--- src/rtl/fibonacci_pkg.sv ---
// Shared definitions for the Fibonacci generator/checker pair: FSM states and sequence seeds.
package fibonacci_pkg;

  typedef enum logic [1:0] {
    StIdle,
    StCheck,
    StReport
  } state_e;

  localparam int unsigned FIB_SEED0 = 0;
  localparam int unsigned FIB_SEED1 = 1;

endpackage

--- src/rtl/fibonacci_term_gen.sv ---
// Expected-term source: an (a, b) register pair stepping through the Fibonacci sequence
// modulo 2^WIDTH; a is the current expected term.
module fibonacci_term_gen
  import fibonacci_pkg::*;
#(
  parameter int unsigned WIDTH = 8
) (
  input  logic             clock,
  input  logic             reset,
  input  logic             clear,
  input  logic             advance,
  output logic [WIDTH-1:0] term
);

  logic [WIDTH-1:0] a_q, b_q;

  always_ff @(posedge clock or posedge reset) begin
    if (reset) begin
      a_q <= WIDTH'(FIB_SEED0);
      b_q <= WIDTH'(FIB_SEED1);
    end else if (clear) begin
      a_q <= WIDTH'(FIB_SEED0);
      b_q <= WIDTH'(FIB_SEED1);
    end else if (advance) begin
      a_q <= b_q;
      b_q <= a_q + b_q;
    end
  end

  assign term = a_q;

endmodule

--- config.mk ---
export PLATFORM = sky130hd
export DESIGN_NAME = fibonacci_term_gen
export DESIGN_NICKNAME = d
export VERILOG_FILES = /design/src/rtl/fibonacci_pkg.sv /design/src/rtl/fibonacci_term_gen.sv
export SDC_FILE = /design/constraint.sdc
export NUM_CORES = 1
export LEC_CHECK = 0
export BUFFER_PORTS_ARGS = -buffer_cell sky130_fd_sc_hd__buf_4
export CORE_MARGIN = 5
export CORE_UTILIZATION = 60
export DETAILED_ROUTE_END_ITERATION = 8
export HOLD_SLACK_MARGIN = 0.15
export MAX_ROUTING_LAYER = met4
export PLACE_DENSITY = 0.79
export SLEW_MARGIN = 10
export SYNTH_ARGS = -nofsm -noshare
export SYNTH_HDL_FRONTEND = slang
export SYNTH_SLANG_ARGS = --single-unit
--- constraint.sdc ---
create_clock -name clock -period 4.3 [get_ports clock]
set_input_delay 0.86 -clock clock [delete_from_list [all_inputs] [get_ports clock]]
set_output_delay 0.86 -clock clock [all_outputs]
set_load 0.05 [all_outputs]
Word level (Yosys, flattened, before mapping)
Index checks and enable logic that the tools add are counted.
Cells by class
  muxes and demuxes: 4
  $add $sub $neg: 1
  reduce and logical (&&, ||, !) cells: 1
Operators with widths (count)
  $mux 8: 4
  $add 8x8->8: 1
  $reduce_bool 2->1: 1
Storage, ports and cells
  word-level logic and storage cells: 8
  register bits after elaboration: 16
  bits of input ports: 4

Longest topological paths before layout
Gate-level depths: netlist of the first run.
  word-level depth: 3
  gate-level depth with buffers: 7
  gate-level depth less buffers: 7

Worst setup path after synthesis of the first run
Ideal clock, no wire load.
  path type: reg-to-reg
  start: register a_q[0] (netlist: term[0])
  end: register b_q[6]
  stages on the path, launching flop included: 8
  path buffers: 0
  clock period less this slack: 2.305 ns
  data arrival time: 2.179 ns
  setup slack: 1.995 ns
  cells stage by stage: dfrtp_1 -> ha_1 -> fa_1 -> a21o_1 -> a21oi_1 -> o21ai_1 -> mux2i_1 -> a311o_1
Between the ends
  word-level cells in the longest chain between the ends: 3
Ends and longest elaborated chain
  start: declaration: RTL line fibonacci_term_gen.sv:15  | logic [WIDTH-1:0] a_q, b_q;
  start signal: assignment: RTL line fibonacci_term_gen.sv:19  | a_q <= WIDTH'(FIB_SEED0);
  start signal: assignment: RTL line fibonacci_term_gen.sv:22  | a_q <= WIDTH'(FIB_SEED0);
  start signal: assignment: RTL line fibonacci_term_gen.sv:25  | a_q <= b_q;
  $add 8x8->8: RTL line fibonacci_term_gen.sv:26  | b_q <= a_q + b_q;
  $mux 8: RTL line fibonacci_term_gen.sv:24  | end else if (advance) begin
  $mux 8: RTL line fibonacci_term_gen.sv:21  | end else if (clear) begin
  end signal: assignment: RTL line fibonacci_term_gen.sv:20  | b_q <= WIDTH'(FIB_SEED1);
  end signal: assignment: RTL line fibonacci_term_gen.sv:23  | b_q <= WIDTH'(FIB_SEED1);
  end signal: assignment: RTL line fibonacci_term_gen.sv:26
  end: declaration: RTL line fibonacci_term_gen.sv:15
Every way passes these cells. The select of a mux whose other input is x is not followed.
A chain may end at the register's enable or synchronous reset.

Worst setup path in the final report of the first run
Same ends and word-level chain as after synthesis.

==> results of run 1 <==
final timing paths:
path | slack, ps | cells after the start | endpoint
worst max register to register | 2150 | 7 | b_q[6]
min in group asynchronous | 640 | 2 | b_q[4]
worst min-delay path | 560 | 2 | term[5]
max in group asynchronous | 3260 | 2 | term[1]
worst max-delay path | 2150 | 7 | b_q[6]
worst min register to register | 560 | 2 | term[5]
flip-flops by register name, summed over array words and instances (netlist names):
register / count
b_q: 8
term: 8
routing by layer:
metal / vias up / global-route usage [%] / routed length [um]
li1: 368 / - / -
met1: 311 / 19.66 / 840
met2: 10 / 25.73 / 827
met3: 2 / 2.663 / 51
met4: 0 / 6.383 / 10
met5: - / - / 0
worst min-delay path, stage by stage, from the launching register on:
cell and delay (ps):
sky130_fd_sc_hd__dfrtp_1 370, sky130_fd_sc_hd__mux2i_1 80, sky130_fd_sc_hd__nor2_1 80
cell type report:
cell class	count	area, sq um
Clock buffer	4	36.28
Fill cell	121	424.2
Inverter	2	7.507
Multi-Input combinational cell	73	551.8
Sequential cell	16	401.6
Tap cell	16	20.02
Timing Repair Buffer	11	82.58
kinds of logic after synthesis:
group | synth area share (%)
AO/OA/AOI/OAI | 13.52
XOR/XNOR | 2.679
adder cells (fa/ha/maj) | 10.97
buffers and inverters | 2.805
flip-flops | 40.94
multiplexers | 13.39
AND/OR/NAND/NOR | 15.69
synthesized netlist by cell type, drive strengths merged (2+ instances only):
cell type   n  area [sq um]
mux2i      12         120.1
a21oi       5         28.78
buf         3         16.26
o21ai       2         10.01
a21o        3         22.52
xnor2       3         26.28
ha          7         87.58
dfrtp      15         375.4
nand3       3         15.01
a211oi      3         27.52
nor2       14         52.55
nand2       6         22.52
inv         2         7.510
per-stage QoR:
stage,worst slack (ps),power (mW)
global placement,2225,0.2029
detailed placement,2156,0.2051
global route,2076,0.3184
floorplan,1995,0.1940
finish,2153,0.2997
CTS,2143,0.3053
power groups by stage:
| stage | sequential (mW) | combinational, mW | clock [mW] |
|---|---|---|---|
| after global placement | 0.162 | 0.0408 | 0 |
| after detailed placement | 0.163 | 0.0424 | 0 |
| after global routing | 0.161 | 0.0455 | 0.112 |
| final | 0.160 | 0.0418 | 0.0983 |
| after CTS | 0.160 | 0.0426 | 0.103 |
| after floorplan | 0.167 | 0.0265 | 0 |
==> results.json, run 1 <==
{
  "result_of_the_run": "completed",
  "largest_buffer_count_on_any_clock_path": 2,
  "antenna_cells_inserted": 0,
  "syn-num-nets": 107,
  "hold_start": "b_q[5]",
  "whs_ps": 561.2,
  "clock_latency_ps": 280,
  "detail_route.first_pass.iterations": 3,
  "floorplan.io_pins": 12,
  "netlist_instances": 95,
  "drt-total-wl_mm": 1.730,
  "synthFlopType": "sky130_fd_sc_hd__dfrtp_1",
  "p_leak_nw": 0.5448,
  "cts_resized": 0,
  "critPathRequiredTime_ps": 4470,
  "grt_util_all_layers_pct": 15.90,
  "cts_htree_levels": 1,
  "combinationalPowerShare_pct": 13.9,
  "cts.hold.buffers_added": 0,
  "power_density_mw_per_mm2": 272.5,
  "vias_per_cell": 5.664,
  "area_delta_synth_final_pct": 12.12,
  "mostFrequentLayoutCell": "sky130_fd_sc_hd__dfrtp_1",
  "hold_violations_final": 0,
  "swShare_pct": 25.64,
  "p_switching_uw": 76.86,
  "path_cells": "ha_1, fa_1, a21o_1, a21oi_1, o21ai_1, mux2i_1, a311o_1",
  "nNetsFinal": 119,
  "worst-slew-pin-transition_ps": 612.4,
  "grt_start_max_net_pins": 27,
  "power.sequential.fraction_pct": 53.3,
  "critical_path.n_buffers_inverters": 0,
  "core.rowCount": 14,
  "slew_viol_final": 0,
  "netlist_area_sq_um": 980.9,
  "place_area_sq_mm": 0.001064,
  "path_delay_family": "compound AO/OA/AOI/OAI gates",
  "grt_antenna_before_repair": 0,
  "worst_ep_arrival_time_ps": 2320,
  "tritoncts": "yes",
  "timing.final.setup_violations": 0,
  "share_of_layout_cells_above_drive_strength_1_pct": 17.92,
  "finalWeightedCongestion": 0.8172,
  "post_cts.repair.setup_buffers": 0,
  "core_sq_mm": 0.001524,
  "tns_ps": 0,
  "clock_sink_count": 16,
  "layout.cells.non_filler": 122,
  "power.clock.fraction_pct": 32.8,
  "iteration_0_drc_count_of_the_detailed_router": 5,
  "finalCoreUtilization_pct": 72.17,
  "detailed_place_hpwl_mm": 1.266,
  "number_of_cells_in_the_design_after_placement": 118,
  "rr_startpoint": "term[0]",
  "min-delay-path-class": "register to register",
  "rsz0062_at_grt": "no",
  "startpoint_type": "register",
  "int_pwr_uw": 222.9,
  "worst_setup_path_startpoint": "term[0]",
  "critPathKind": "register to register",
  "grt-ovfl-total": 0,
  "fmax_mhz": 465.7,
  "layout_worst_path_cycle_share_pct": 49.93,
  "ant_nets": 0,
  "synthArstFlopShare_pct": 100.0,
  "cts_made_buffers": 3,
  "grt_first_pass_wirelength_mm": 3.084,
  "cts_root_buf": "sky130_fd_sc_hd__clkbuf_4",
  "skew_ps": 2.466,
  "port_buffers": 11,
  "critPathSlowestCell": "sky130_fd_sc_hd__fa_1",
  "max-vdd-ir-drop_mv": 0.1894,
  "worst-path-max-fanout": 3,
  "synth_seq_cells": 16,
  "relSlewSlack_pct": 59.13,
  "synth_seq_area_share_pct": 40.94,
  "detailroute.via_count": 691,
  "die_height_um": 50.44,
  "period_minus_slack_ps": 2147,
  "drc": 0,
  "max_cap_violations": 0,
  "clk_transition_reported_paths_ps": 90,
  "grt_pass1_vias": 712,
  "die-width_um": 50.44,
  "final_cell_area_sq_mm": 0.001100,
  "synth-edff-count": 0,
  "wire_per_inst_um": 14.18,
  "worst_path_largest_cell_delay_ps": 420,
  "endpoint_kind": "register",
  "final_cell_mix": "15 x sky130_fd_sc_hd__dfrtp_1, 14 x sky130_fd_sc_hd__nor2_1, 12 x sky130_fd_sc_hd__mux2i_1",
  "syn-mean-instance-area_sq_um": 10.33,
  "fp.dieArea_sq_mm": 0.002544,
  "yosysUniqueCellTypes": 34,
  "synth.yosys.warnings": 0,
  "effective_utilization_at_floorplan_pct": 64.37
}
No activity file was read; power rests on OpenSTA's default activity.
==> run 2: changes to the inputs <==
- ABC_AREA: not set -> 1
- CORE_UTILIZATION: 60 -> 49
- PLACE_DENSITY: 0.79 -> 0.69
- clock period: 4.3 -> 1.8 ns (I/O delays scaled with it)
==> results.json, run 2 <==
{
  "grt_antenna_before_repair": 0,
  "grt-ovfl-total": 0,
  "yosysUniqueCellTypes": 20,
  "synth.top_cell.area_share_pct": 41.27,
  "die_height_um": 53.09,
  "finalWeightedCongestion": 0.7987,
  "layout_worst_path_cycle_share_pct": 90.54,
  "gr-usage-met1_pct": 18.04,
  "netlist_area_sq_um": 909.6,
  "period_minus_slack_ps": 1630,
  "power_density_mw_per_mm2": 612.1,
  "grt_first_pass_wirelength_mm": 2.925,
  "detailed_place_hpwl_mm": 1.250,
  "effective_utilization_at_floorplan_pct": 52.11,
  "min-delay-path-class": "input pin to async pin",
  "p_leak_nw": 0.5865,
  "synth.yosys.warnings": 0,
  "ant_nets": 0,
  "placement.setup.worst_slack_ps": 185.2,
  "share_of_layout_cells_above_drive_strength_1_pct": 16.80,
  "port_buffers": 11,
  "whs_ps": 136.6,
  "finalCoreUtilization_pct": 60.36,
  "iteration_0_drc_count_of_the_detailed_router": 8,
  "drc": 0,
  "skew_ps": 5.759,
  "relSlewSlack_pct": 58.94,
  "netlist_instances": 110,
  "antenna_cells_inserted": 0,
  "largest_buffer_count_on_any_clock_path": 2,
  "cts_made_buffers": 3,
  "hold_violations_final": 0,
  "netlist_top_cells_area": "sky130_fd_sc_hd__dfrtp_1 41%, sky130_fd_sc_hd__nand2_1 14%, sky130_fd_sc_hd__ha_1 9.6%, sky130_fd_sc_hd__inv_1 5.8%, sky130_fd_sc_hd__nand3_1 3.9%",
  "grt_util_all_layers_pct": 14.71,
  "cts_root_buf": "sky130_fd_sc_hd__clkbuf_4",
  "syn-mean-instance-area_sq_um": 8.269,
  "timing.final.setup_violations": 0,
  "cts_resized": 0,
  "nNetsFinal": 138,
  "rsz0062_at_grt": "no",
  "synth_seq_area_share_pct": 44.15,
  "detail_route.first_pass.iterations": 4,
  "cts_htree_levels": 1,
  "endpoint_kind": "register",
  "wire_per_inst_um": 10.88,
  "fmax_mhz": 613.6,
  "synthFlopType": "sky130_fd_sc_hd__dfrtp_1",
  "critPathKind": "register to register",
  "global_route.usage.met2_pct": 23.14,
  "synth_seq_cells": 16,
  "vias_per_cell": 4.900,
  "tns_ps": 0,
  "area_delta_synth_final_pct": 15.82,
  "syn-num-nets": 122,
  "cts.hold.buffers_added": 0,
  "core_sq_mm": 0.001745,
  "fp.dieArea_sq_mm": 0.002818,
  "tritoncts": "yes",
  "post_cts.repair.setup_buffers": 0,
  "max_cap_violations": 0,
  "slew_viol_final": 0,
  "synthArstFlopShare_pct": 100.0,
  "startpoint_type": "register",
  "post-route-worst-setup-slack_ps": 170.3,
  "final_cell_mix": "33 x sky130_fd_sc_hd__nand2_1, 14 x sky130_fd_sc_hd__inv_1, 14 x sky130_fd_sc_hd__dfrtp_1",
  "synth-edff-count": 0,
  "worst-path-max-fanout": 3,
  "grt_use_met3_pct": 2.535,
  "yosysMostFrequentCell": "sky130_fd_sc_hd__nand2_1",
  "grt_pass1_vias": 710,
  "result_of_the_run": "completed",
  "clock_sink_count": 16,
  "grt_start_max_net_pins": 17,
  "global_route.peak_usage_layer": "met2",
  "clock_latency_ps": 290,
  "worst-slew-pin-transition_ps": 615.2,
  "ys_top_cells_by_count": "33 x sky130_fd_sc_hd__nand2_1, 15 x sky130_fd_sc_hd__dfrtp_1, 14 x sky130_fd_sc_hd__inv_1",
  "clk_transition_reported_paths_ps": 100,
  "max-vdd-ir-drop_mv": 0.4702,
  "core.rowCount": 15,
  "critPathRequiredTime_ps": 1990,
  "detailroute.via_count": 735,
  "die-width_um": 53.09,
  "floorplan.io_pins": 12,
  "drt-total-wl_mm": 1.632,
  "library_cell_occupying_the_most_area_in_the_post_synthesis_netlist": "sky130_fd_sc_hd__dfrtp_1",
  "mostFrequentLayoutCell": "sky130_fd_sc_hd__nand2_1",
  "worst_ep_arrival_time_ps": 1820
}
-- run 2: layout make-up --
| type | instances | area, sq um |
|---|---|---|
| Multi-Input combinational cell | 77 | 442.9 |
| Clock buffer | 4 | 26.28 |
| Sequential cell | 16 | 402.9 |
| Tap cell | 25 | 31.28 |
| Inverter | 16 | 60.06 |
| Fill cell | 175 | 691.9 |
| Timing Repair Buffer | 12 | 90.09 |
-- run 2: cell families after synthesis --
group	after synthesis	share of synthesized area (%)
simple gates	49	23.11
fa+ha+maj	8	11.83
compound gates	18	11.83
buf+inv	17	7.152
flops	16	44.15
xor+xnor	2	1.926
-- run 2: critical path, stage by stage (launching register included) --
cell,delay [ps]
sky130_fd_sc_hd__dfrtp_2,420
sky130_fd_sc_hd__ha_1,230
sky130_fd_sc_hd__fa_1,410
sky130_fd_sc_hd__nand2_1,90
sky130_fd_sc_hd__nand2_1,80
sky130_fd_sc_hd__a21oi_1,140
sky130_fd_sc_hd__nor2_1,50
sky130_fd_sc_hd__nand2_1,70
sky130_fd_sc_hd__o21ai_2,50
-- run 2: report_power, final --
| part | total (mW) | internal, mW | switching (mW) |
|---|---|---|---|
| clock | 0.201 | 0.0861 | 0.114 |
| sequential | 0.375 | 0.369 | 0.00659 |
| combinational | 0.0690 | 0.0227 | 0.0463 |
-- run 2: worst paths after layout --
kind / start / cells past startpoint / slack, ps / endpoint
setup / recovery: term[0] / 8 / 170 / b_q[4]
hold / removal: reset / 2 / 140 / b_q[7]
setup reg to reg: term[0] / 8 / 170 / b_q[4]
hold reg to reg: b_q[0] / 2 / 510 / b_q[0]
max in group asynchronous: reset / 2 / 1220 / term[0]
min in group clock: advance / 2 / 240 / b_q[0]
-- run 2: layer usage --
layer  part of all wire [%]  wire [um]
met3                    4.0         66
met4                   0.61         10
met1                     51        829
met5                      0          0
met2                     44        725
-- run 2: through the flow --
step	instance area, sq um	instances	total power [mW]
finish	1054	150	0.6449
global route	1054	150	0.6786
CTS	1054	150	0.6508
detailed placement	1027	146	0.4527
global placement	1027	146	0.4519
floorplan	910.9	110	0.4285
==> run 3: changes to the inputs <==
- CORE_UTILIZATION: 49 -> 59
- PLACE_DENSITY: 0.69 -> 0.78
- clock period: 1.8 -> 2 ns (I/O delays scaled with it)
==> results.json, run 3 (same netlist as run 2, synthesis figures left out) <==
{
  "result_of_the_run": "completed",
  "share_of_layout_cells_above_drive_strength_1_pct": 16.80,
  "antenna_cells_inserted": 0,
  "post_cts.repair.setup_buffers": 0,
  "max-vdd-ir-drop_mv": 0.5803,
  "hold_violations_final": 0,
  "grt_first_pass_wirelength_mm": 3.111,
  "critPathRequiredTime_ps": 2190,
  "grt_start_max_net_pins": 17,
  "area_delta_synth_final_pct": 15.54,
  "drc": 0,
  "cts_resized": 0,
  "timing.final.setup_violations": 0,
  "worst_path_largest_cell_delay_ps": 410,
  "path_delay_family": "adder cells",
  "die-width_um": 49.27,
  "effective_utilization_at_floorplan_pct": 61.09,
  "int_pwr_uw": 463.2,
  "slew_viol_final": 0,
  "swShare_pct": 24.52,
  "largest_buffer_count_on_any_clock_path": 2,
  "cpMostUsedCell": "sky130_fd_sc_hd__nand2_1",
  "rr_startpoint": "term[0]",
  "seqCellArea_sq_um": 401.6,
  "regToRegEndpoint": "b_q[6]",
  "worst-r2r-cell-count": 8,
  "startpoint_type": "register",
  "power.clock.fraction_pct": 34.8,
  "wire_per_inst_um": 12.12,
  "relSlewSlack_pct": 60.55,
  "die_height_um": 49.27,
  "detail_route.first_pass.iterations": 4,
  "final.fill_count": 113,
  "worst-path-max-fanout": 3,
  "layout.cells.non_filler": 141,
  "multiInputGateArea_sq_um": 442.9,
  "detailroute.via_count": 766,
  "tritoncts": "yes",
  "mostFrequentLayoutCell": "sky130_fd_sc_hd__nand2_1",
  "clock_latency_ps": 290,
  "grt_util_all_layers_pct": 16.79,
  "drt-total-wl_mm": 1.709,
  "core_sq_mm": 0.001489,
  "combinationalPowerShare_pct": 10.2,
  "grt_pass1_vias": 752,
  "worst-slew-pin-transition_ps": 591.0,
  "clk_transition_reported_paths_ps": 100,
  "power_density_mw_per_mm2": 583.9,
  "clock_sink_count": 16,
  "p_switching_uw": 150.5,
  "cts.hold.buffers_added": 0,
  "worst_ep_arrival_time_ps": 1840,
  "fmax_mhz": 605.5,
  "rsz0062_at_grt": "no",
  "floorplan.io_pins": 12,
  "skew_ps": 6.249,
  "number_of_cells_in_the_design_after_placement": 137,
  "endpoint_kind": "register",
  "port_buffers": 11,
  "cts_htree_levels": 1,
  "min-delay-path-class": "input pin to async pin",
  "grt_antenna_before_repair": 0,
  "nNetsFinal": 138,
  "path_cells": "ha_1, fa_1, nand2_1, nand2_1, nand3b_1, nand3b_1, nand3_1, nand2_1",
  "finalWeightedCongestion": 0.8972,
  "timing.reg2reg.setup_slack_ps": 350,
  "period_minus_slack_ps": 1652,
  "critical_path.n_buffers_inverters": 0,
  "vias_per_cell": 5.433,
  "power.sequential.fraction_pct": 55.1,
  "grt-ovfl-total": 0,
  "tns_ps": 0,
  "fp.dieArea_sq_mm": 0.002427,
  "critPathKind": "register to register",
  "cts_made_buffers": 3,
  "p_leak_nw": 0.5938,
  "critPathSlowestCell": "sky130_fd_sc_hd__dfrtp_1",
  "ant_nets": 0,
  "iteration_0_drc_count_of_the_detailed_router": 16,
  "layout_worst_path_cycle_share_pct": 82.58,
  "cts_root_buf": "sky130_fd_sc_hd__clkbuf_4",
  "detailed_place_hpwl_mm": 1.295,
  "core.rowCount": 14,
  "final_cell_mix": "33 x sky130_fd_sc_hd__nand2_1, 15 x sky130_fd_sc_hd__dfrtp_1, 14 x sky130_fd_sc_hd__inv_1",
  "max_cap_violations": 0
}
[run 3: changes by cell type in the layout (fill, tap and decap cells not counted)]
cell	before	now
sky130_fd_sc_hd__clkbuf_1	1	0
sky130_fd_sc_hd__clkbuf_8	0	1
sky130_fd_sc_hd__dfrtp_1	14	15
sky130_fd_sc_hd__dfrtp_2	1	0
[run 3: worst max-delay path by stage]
stage                  from     end  slack, ps  cells past startpoint
CTS                 term[0]  b_q[6]        360                      8
global placement    term[0]  b_q[6]        430                      8
finish              term[0]  b_q[6]        350                      8
floorplan           term[0]  b_q[6]        200                      8
global route        term[0]  b_q[6]        230                      8
detailed placement  term[0]  b_q[6]        380                      8
[run 3: layout make-up]
cell class,count,area share (%)
inverter,16,5.714
timing repair buffer,12,8.571
clock buffer,4,3.452
multi-input combinational,77,42.14
sequential,16,38.21
tap,16,1.905
[run 3: routing by layer]
| layer | GRT usage, % | vias up | part of all wire, % |
|---|---|---|---|
| met5 | - | - | 0 |
| met4 | 10.31 | 0 | 3.1 |
| met3 | 4.587 | 8 | 4.9 |
| met2 | 24.03 | 21 | 46 |
| met1 | 20.73 | 351 | 46 |
| li1 | - | 386 | - |
[run 3: power by group through the flow]
stage | combinational, mW | sequential, mW | clock, mW
after floorplan | 0.0323 | 0.353 | 0
after global placement | 0.0628 | 0.344 | 0
after detailed placement | 0.0638 | 0.344 | 0
after CTS | 0.0640 | 0.338 | 0.217
after global routing | 0.0715 | 0.340 | 0.247
final | 0.0624 | 0.338 | 0.213
[run 3: worst register-to-register path: stages (launching register included)]
cell,delay [ps]
sky130_fd_sc_hd__dfrtp_1,410
sky130_fd_sc_hd__ha_1,230
sky130_fd_sc_hd__fa_1,410
sky130_fd_sc_hd__nand2_1,90
sky130_fd_sc_hd__nand2_1,90
sky130_fd_sc_hd__nand3b_1,110
sky130_fd_sc_hd__nand3b_1,80
sky130_fd_sc_hd__nand3_1,80
sky130_fd_sc_hd__nand2_1,50
[run 3: through the flow]
stage	setup slack, ps	util (%)	area [sq um]	hold WS [ps]	power (mW)
after floorplan	199.5	-	909.6	313.0	0.3853
after global placement	427.4	68.15	1015	492.4	0.4065
after detailed placement	384.4	68.15	1015	496.8	0.4081
after CTS	362.7	70.59	1051	194.5	0.6188
after global routing	233.4	70.59	1051	215.2	0.6587
final	348.4	70.59	1051	171.4	0.6136
